[src/rtl/baud_gen_frac_pkg.sv]
// baud_pkg: shared constants and helpers for the fractional baud generator.
// Provides clog2, reset-default divisor computation and MIN_DIV.
package baud_pkg;

  localparam int MIN_DIV = 2;

  function automatic int clog2(input int v);
    int r = 0;
    while ((1 << r) < v) r++;
    return r;
  endfunction

  // Integer clocks per sample tick for the default baud rate
  function automatic int def_int(
    input int sys_clk,
    input int baud,
    input int sr
  );
    longint d = longint'(baud) * sr;
    return int'(longint'(sys_clk) / d);
  endfunction

  // Rounded fractional remainder in units of 2^-fw
  function automatic int def_frac(
    input int sys_clk,
    input int baud,
    input int sr,
    input int fw
  );
    longint d = longint'(baud) * sr;
    longint r = longint'(sys_clk) % d;
    return int'(((r <<< fw) + d / 2) / d);
  endfunction

endpackage

[src/rtl/baud_gen_frac_if.sv]
// baud_gen_frac_if: control inputs and tick outputs of the baud generator.
// master drives en/sync_clr/div_*; slave (the generator) drives ticks/phase.
interface baud_gen_frac_if #(
  parameter int DIV_W  = 16,
  parameter int FRAC_W = 8,
  parameter int PH_W   = 4
);
  logic              en;
  logic              sync_clr;
  logic              div_load;
  logic [DIV_W-1:0]  div_int;
  logic [FRAC_W-1:0] div_frac;
  logic              sample_tick;
  logic              bit_tick;
  logic              mid_tick;
  logic [PH_W-1:0]   phase;

  modport master (
    output en, sync_clr, div_load, div_int, div_frac,
    input  sample_tick, bit_tick, mid_tick, phase
  );

  modport slave (
    input  en, sync_clr, div_load, div_int, div_frac,
    output sample_tick, bit_tick, mid_tick, phase
  );
endinterface

[src/rtl/baud_frac_div.sv]
// baud_frac_div: period counter, dither accumulator, shadow/active divisor.
// Ports: clk, rst, en, sync_clr, div_load, div_int, div_frac -> bnd, sample_tick.
// BAUD_GEN_FRAC_EN: adds the fractional accumulator (else pure integer divider).
module baud_frac_div
  import baud_pkg::*;
#(
  parameter int SYS_CLK     = 100_000_000,
  parameter int BAUD_RATE   = 9600,
  parameter int SAMPLE_RATE = 16,
  parameter int DIV_W       = 16,
  parameter int FRAC_W      = 8
) (
  input  logic              clk,
  input  logic              rst,
  input  logic              en,
  input  logic              sync_clr,
  input  logic              div_load,
  input  logic [DIV_W-1:0]  div_int,
  input  logic [FRAC_W-1:0] div_frac,
  output logic              bnd,
  output logic              sample_tick
);

  localparam int DEF_I = def_int(SYS_CLK, BAUD_RATE, SAMPLE_RATE);
  localparam logic [DIV_W-1:0] DEF_IV =
    DIV_W'(DEF_I < MIN_DIV ? MIN_DIV : DEF_I);

  logic [DIV_W-1:0] cnt;
  logic [DIV_W-1:0] act_int;
  logic [DIV_W-1:0] sh_int;
  logic [DIV_W-1:0] ld_int;
  logic [DIV_W:0]   per_m1;
  logic             pend;
  logic             carry;
  logic             promote;

  assign ld_int = (div_int < DIV_W'(MIN_DIV)) ?
                  DIV_W'(MIN_DIV) : div_int;

  // Load at a boundary, or at once while frozen
  assign promote = (pend | div_load) & (~en | bnd);

  assign per_m1 = {1'b0, act_int} + (DIV_W+1)'(carry)
                - (DIV_W+1)'(1);

  // >= keeps a shortened divisor from running cnt past the end
  assign bnd = en & ~sync_clr & ({1'b0, cnt} >= per_m1);

`ifdef BAUD_GEN_FRAC_EN
  localparam int DEF_F =
    def_frac(SYS_CLK, BAUD_RATE, SAMPLE_RATE, FRAC_W);

  logic [FRAC_W-1:0] acc;
  logic [FRAC_W-1:0] acc_nx;
  logic [FRAC_W-1:0] act_frac;
  logic [FRAC_W-1:0] sh_frac;

  assign {carry, acc_nx} = {1'b0, acc} + {1'b0, act_frac};

  always_ff @(posedge clk or posedge rst) begin
    if (rst) begin
      acc      <= '0;
      act_frac <= FRAC_W'(DEF_F);
      sh_frac  <= FRAC_W'(DEF_F);
    end else begin
      if (div_load) sh_frac <= div_frac;
      if (promote) act_frac <= div_load ? div_frac : sh_frac;
      if (sync_clr) acc <= '0;
      else if (bnd) acc <= acc_nx;
    end
  end
`else
  logic unused_frac;
  assign unused_frac = ^div_frac;
  assign carry = 1'b0;
`endif

  always_ff @(posedge clk or posedge rst) begin
    if (rst) begin
      cnt         <= '0;
      act_int     <= DEF_IV;
      sh_int      <= DEF_IV;
      pend        <= 1'b0;
      sample_tick <= 1'b0;
    end else begin
      if (div_load) sh_int <= ld_int;
      if (promote) begin
        act_int <= div_load ? ld_int : sh_int;
        pend    <= 1'b0;
      end else if (div_load) begin
        pend <= 1'b1;
      end
      sample_tick <= bnd;
      if (sync_clr | bnd) cnt <= '0;
      else if (en) cnt <= cnt + DIV_W'(1);
    end
  end

endmodule

[src/rtl/baud_gen_frac.sv]
// baud_gen_frac: fractional baud/oversample tick generator for UART TX/RX.
// Ports: clk, rst, bus (slave): sample_tick, bit_tick, mid_tick, phase out.
// BAUD_GEN_FRAC_EN enables fractional dithering in baud_frac_div.
module baud_gen_frac
  import baud_pkg::*;
#(
  parameter int SYS_CLK     = 100_000_000,
  parameter int BAUD_RATE   = 9600,
  parameter int SAMPLE_RATE = 16,
  parameter int DIV_W       = 16,
  parameter int FRAC_W      = 8
) (
  input logic            clk,
  input logic            rst,
  baud_gen_frac_if.slave bus
);

  localparam int PH_W = clog2(SAMPLE_RATE);

  logic            bnd;
  logic            bit_q;
  logic            mid_q;
  logic [PH_W-1:0] phase;

  baud_frac_div #(
    .SYS_CLK     (SYS_CLK),
    .BAUD_RATE   (BAUD_RATE),
    .SAMPLE_RATE (SAMPLE_RATE),
    .DIV_W       (DIV_W),
    .FRAC_W      (FRAC_W)
  ) u_div (
    .clk         (clk),
    .rst         (rst),
    .en          (bus.en),
    .sync_clr    (bus.sync_clr),
    .div_load    (bus.div_load),
    .div_int     (bus.div_int),
    .div_frac    (bus.div_frac),
    .bnd         (bnd),
    .sample_tick (bus.sample_tick)
  );

  // Decoded on the boundary so they line up with sample_tick
  always_ff @(posedge clk or posedge rst) begin
    if (rst) begin
      phase <= '0;
      bit_q <= 1'b0;
      mid_q <= 1'b0;
    end else begin
      bit_q <= bnd & (phase == PH_W'(SAMPLE_RATE - 1));
      mid_q <= bnd & (phase == PH_W'(SAMPLE_RATE / 2 - 1));
      if (bus.sync_clr) phase <= '0;
      else if (bnd) phase <= phase + PH_W'(1);
    end
  end

  assign bus.phase    = phase;
  assign bus.bit_tick = bit_q;
  assign bus.mid_tick = mid_q;

endmodule
[src/flat_wrapper.sv]
// flat-port wrapper written by rule: the top's interface ports become plain ports
module baud_gen_frac_flat import baud_pkg::*;
#(
  parameter int SYS_CLK     = 100_000_000,
  parameter int BAUD_RATE   = 9600,
  parameter int SAMPLE_RATE = 16,
  parameter int DIV_W       = 16,
  parameter int FRAC_W      = 8
)
  (clk, rst, bus_en, bus_sync_clr, bus_div_load, bus_div_int, bus_div_frac, bus_sample_tick, bus_bit_tick, bus_mid_tick, bus_phase);
  baud_gen_frac_if #(.DIV_W(DIV_W), .FRAC_W(FRAC_W)) bus_i ();
  input logic clk;
  input logic rst;
  input wire logic [$bits(bus_i.en)-1:0] bus_en;
  input wire logic [$bits(bus_i.sync_clr)-1:0] bus_sync_clr;
  input wire logic [$bits(bus_i.div_load)-1:0] bus_div_load;
  input wire logic [$bits(bus_i.div_int)-1:0] bus_div_int;
  input wire logic [$bits(bus_i.div_frac)-1:0] bus_div_frac;
  output wire logic [$bits(bus_i.sample_tick)-1:0] bus_sample_tick;
  output wire logic [$bits(bus_i.bit_tick)-1:0] bus_bit_tick;
  output wire logic [$bits(bus_i.mid_tick)-1:0] bus_mid_tick;
  output wire logic [$bits(bus_i.phase)-1:0] bus_phase;
  assign bus_i.en = bus_en;
  assign bus_i.sync_clr = bus_sync_clr;
  assign bus_i.div_load = bus_div_load;
  assign bus_i.div_int = bus_div_int;
  assign bus_i.div_frac = bus_div_frac;
  assign bus_sample_tick = bus_i.sample_tick;
  assign bus_bit_tick = bus_i.bit_tick;
  assign bus_mid_tick = bus_i.mid_tick;
  assign bus_phase = bus_i.phase;
  baud_gen_frac #(.SYS_CLK(SYS_CLK), .BAUD_RATE(BAUD_RATE), .SAMPLE_RATE(SAMPLE_RATE), .DIV_W(DIV_W), .FRAC_W(FRAC_W)) u_core (.clk(clk), .rst(rst), .bus(bus_i));
endmodule
[config.mk]
export PLATFORM = sky130hd
export DESIGN_NAME = baud_gen_frac_flat
export DESIGN_NICKNAME = d
export VERILOG_FILES = /design/src/rtl/baud_gen_frac_pkg.sv /design/src/rtl/baud_gen_frac_if.sv /design/src/rtl/baud_frac_div.sv /design/src/rtl/baud_gen_frac.sv /design/src/flat_wrapper.sv
export SDC_FILE = /design/constraint.sdc
export NUM_CORES = 1
export LEC_CHECK = 0
export CAP_MARGIN = 25
export CELL_PAD_IN_SITES_DETAIL_PLACEMENT = 1
export CELL_PAD_IN_SITES_GLOBAL_PLACEMENT = 2
export CORE_AREA = 5 5 100 102
export DETAILED_ROUTE_END_ITERATION = 8
export DIE_AREA = 0 0 105 107
export PLACE_DENSITY_LB_ADDON = 0.2
export SYNTH_ARGS = -nofsm -noshare
export SYNTH_HDL_FRONTEND = slang
export SYNTH_HIERARCHICAL = 1
export SYNTH_SLANG_ARGS = --single-unit
[constraint.sdc]
create_clock -name clk -period 4.68 [get_ports clk]
set_clock_uncertainty 0.2 [all_clocks]
set_input_delay 0.702 -clock clk [delete_from_list [all_inputs] [get_ports clk]]
set_output_delay 0.702 -clock clk [all_outputs]
set_load 0.005 [all_outputs]
### After elaboration in Yosys (flattened, before gate mapping)

Index checks and enable logic that the tools add are counted.

* bits in registers: 56
* bits of input ports: 29
* output and inout bits: 7

* $add $sub $neg: 3
* order comparisons: 2
* eq/ne operators: 2
* mux-type cells: 8
* bitwise gates (word level): 10
* reduce and logical (&&, ||, !) cells: 3

Operators with widths (number)
* $mux W16: 4
* $ge A16 B17 Y1: 1
* $sub A16 B1 Y17 const B: 1
* $add A16 B1 Y16 const B: 1
* $lt A16 B2 Y1 const B: 1
* $mux W4: 2
* $reduce_bool A2 Y1: 3
* $and A1 B1 Y1: 5
* $add A4 B1 Y4 const B: 1
* $eq A4 B3 Y1 const B: 1
* $eq A4 B4 Y1 const B: 1
* $or A1 B1 Y1: 3
* $mux W1: 2
* $not A1 Y1: 2

### Longest topological paths before layout

* depth after elaboration: 6
* mapped depth: 15
* mapped depth without buffers: 14

### Cells and area by module

The synthesis kept the hierarchy.

By module, submodules not included
* baud_frac_div: times used 1, cells an instance 261, area an instance 3006.6 µm²
* baud_gen_frac: times used 1, cells an instance 24, area an instance 289.0 µm²

### Least setup slack after synthesis

Ideal clock, no wire load.

* path kind: reg2reg
* start point: register u_core.u_div.act_int[4]
* end point: register u_core.phase[3], in the netlist u_core/bus.phase[3]
* setup time: 0.125 ns
* arrival time: 3.451 ns
* required time: 4.355 ns
* slack: 0.904 ns
* cell stages (with the launch flop): 15
* path buffers: 1
* period minus slack after synthesis: 3.776 ns
* path through: dfrtp_1 or4_1 nor3_2 nor4b_4 nand2_1 xor2_1 ha_1 nand3_1 nor3_1 nor3_1 o21ai_1 and4_1 buf_6 nand4_4 mux2_4

* cells in the longest elaborated chain, start to end: 4

Ends and longest elaborated chain
* from (decl): RTL line baud_frac_div.sv:29 `logic [DIV_W-1:0] act_int;`
* from (signal assigned): RTL line baud_frac_div.sv:88 `act_int <= div_load ? ld_int : sh_int;`
* $sub A16 B1 Y17: RTL line baud_frac_div.sv:44 `- (DIV_W+1)'(1);`
* $ge A16 B17 Y1: RTL line baud_frac_div.sv:47 `assign bnd = en & ~sync_clr & ({1'b0, cnt} >= per_m1);`
* $and A1 B1 Y1: RTL line baud_frac_div.sv:47
* via u_core.bnd: RTL line baud_gen_frac.sv:20 `logic bnd;`
* $reduce_bool A2 Y1 (no line)
* to (signal assigned): RTL line baud_gen_frac.sv:53 `else if (bnd) phase <= phase + PH_W'(1);`
* to (decl): RTL line baud_gen_frac.sv:23 `logic [PH_W-1:0] phase;`

The timed path passes the listed nets, and every way through them passes these cells.
A chain may end at the register's enable or synchronous reset.

### Worst setup path in the final report

Same ends and word-level chain as after synthesis.

==> results.toml <==
[grt]
grt_pass1_vias = 2429
grt_max_degree = 36
grt.total_usage = 0.136
grt.overflow.total = 0
grt_pass1_wl_um = 12600
antenna_found_initial = 0

[placed_design]
place.port_buffers = 27
gp_congestion = 0.702
hpwlAfterDp_um = 5430
dp_cells = 419
placed_area_mm2 = 0.00369

[yosys]
syn_area_per_cell_um2 = 11.6
ys_types = 51
synth-edff-count = 0
yosysWarnings = 6
synthFlopType = "dfrtp_1"
synth-seq-area-share = 0.429
ys_ff_latch = 56
synth_top_area_frac = 0.349
async_flop_share = 1.00
synth_cells = 285
synth_nets = 333
synth_largest_area_cell = "dfrtp_1"
synth_area_mm2 = 0.00330
ys_top_cells_by_area = "dfrtp_1 (35%), dfstp_2 (8.0%), ha_1 (7.2%)"

[cells_and_area]
multi_input_area_mm2 = 0.00177
fin_cells = 427
nets = 363
stdcell_area_mm2 = 0.00380
layout_common_cells = "dfrtp_1 (46), clkdlybuf4s50_1 (27), mux2_2 (20)"
drive_gt1_frac = 0.244
syn_to_final_growth_pct = 15.4
antenna_cells = 0
layout_commonest_cell = "dfrtp_1"
regArea_mm2 = 0.00141
fillers = 989

[sta]
setup-tns-final_ns = 0
setup_viol = 0
finalCriticalPeriod_ns = 4.12
hold_viol = 0
fmaxAchievable_mhz = 243
relSlewSlack = 0.524
worstMarginPinSlew_ns = 0.712
finalCritPeriodShare = 0.881
report.final.slew_viol_count = 0
rsz0062_at_grt = "no"

[route]
wl_um = 7090
firstDrtPassIters = 4
drc = 0
via_per_inst = 5.25
initialDrtViolationCount = 33
wire_per_inst_um = 16.6
dr_total_vias = 2242
ant_nets = 0

[power]
max-vdd-ir-drop_v = 0.000152
finalPower_mw = 1.12
leakage_nw = 1.51
p_per_area_mw_per_mm2 = 296

[clocking]
cts_tree = "done"
cts_setup_buffers = 0
insertion_delay_ns = 0.32
cts-hold-fix-buffers = 0
clk_pin_slew_ns = 0.10
h-tree-depth = 2
numCtsBuffers = 5
cts_resized = 0
root_buffer = "clkbuf_8"
clockBufferDepth = 2
cts.sinks = 56

[outcome]
status = "finished clean"

[critical_path]
critPathLaunchType = "flip-flop"
crit_fanout = 7
regToRegSetupSlack_ns = 0.56
crit_required_ns = 4.68
crit_arrival_ns = 4.12
criticalPathCategory = "reg -> reg"
setup.worst_path.end_class = "flip-flop"

[min_path]
hold_path.class = "reg -> reg"

[floorplanning]
ios = 36
core_mm2 = 0.00902
rows = 35
die_h_um = 107
start_util = 0.365
fp.dieW_um = 105
dieArea_mm2 = 0.0112

[job]
maxCapViolCount = 0
[sequential cells by signal (all words and copies together), names as in the netlist]
name / cells
u_core/u_div/sh_int: 16
u_core/u_div/cnt: 16
u_core/u_div/act_int: 16
u_core/bus.bit_tick: 1
u_core/u_div/sample_tick: 1
u_core/bus.mid_tick: 1
u_core/bus.phase: 4
u_core/u_div/pend: 1
[logic make-up after synthesis]
| logic type | Yosys count | share of synthesized area |
|---|---|---|
| buf+inv | 24 | 0.0349 |
| fa+ha+maj | 19 | 0.0721 |
| mux | 32 | 0.121 |
| compound gates | 42 | 0.115 |
| flops | 56 | 0.429 |
| xor+xnor | 29 | 0.0771 |
| simple gates | 83 | 0.151 |
[synth_stat cells, types with 4 or more instances]
cell and n:
dfrtp_1 46, mux2_2 20, ha_1 19, nand2_1 19, nor2_1 19, xnor2_1 18, inv_1 14, mux2_4 11
xor2_1 11, dfstp_2 10, a21oi_1 9, nor3_1 9, a311oi_2 8, a311oi_1 6, nand3_1 6, nor4_1 5
nand4_1 4, nor2b_1 4, o21ai_0 4
[final timing paths]
| check | startpoint | to | cells past startpoint |
|---|---|---|---|
| setup reg to reg | u_core/u_div/act_int[4] | u_core/bus.phase[3] | 13 |
| hold reg to reg | u_core/bus.phase[3] | u_core/bus.mid_tick | 1 |
| max in group asynchronous | rst | u_core/u_div/sh_int[9] | 3 |
| setup / recovery | u_core/u_div/act_int[4] | u_core/bus.phase[3] | 13 |
| min in group asynchronous | rst | u_core/bus.mid_tick | 2 |
| hold / removal | u_core/bus.phase[3] | u_core/bus.mid_tick | 1 |
[worst max-delay path, cell delays in order (launching register included)]
cell	delay, ns
dfrtp_1	0.45
or4_1	0.59
nor3_2	0.24
nor4b_4	0.36
nand2_1	0.11
xor2_1	0.16
ha_1	0.29
nand3_1	0.12
nor3_1	0.35
nor3_1	0.11
o21ai_1	0.12
and4_1	0.47
nand4_4	0.14
mux2_4	0.30
[stage by stage]
stage               setup WS, ns  hold WS [ns]  utilization
floorplan                  0.904         0.263            -
global placement           0.433         0.283        0.408
detailed placement         0.578         0.292        0.410
CTS                        0.523         0.312        0.421
global route               0.235         0.328        0.421
finish                     0.558         0.303        0.421
[area by class of cell]
cell class | instances | area share
sequential | 56 | 0.372
clock buffer | 6 | 0.0191
timing repair buffer | 33 | 0.0849
inverter | 14 | 0.0138
clock inverter | 2 | 0.00921
multi-input combinational | 205 | 0.465
tap | 111 | 0.0365
[power by group]
group,switching [mW],internal [mW]
combinational,0.0985,0.114
clock,0.163,0.159
sequential,0.0530,0.536
[routing by layer]
metal	vias to the layer above	routed length, um	GRT usage
li1	1101	-	-
met3	4	168	0.0247
met2	24	3320	0.216
met1	1113	3560	0.193
met4	0	46	0.0274
met5	-	0	0
Power figures use the tool's default switching activity.
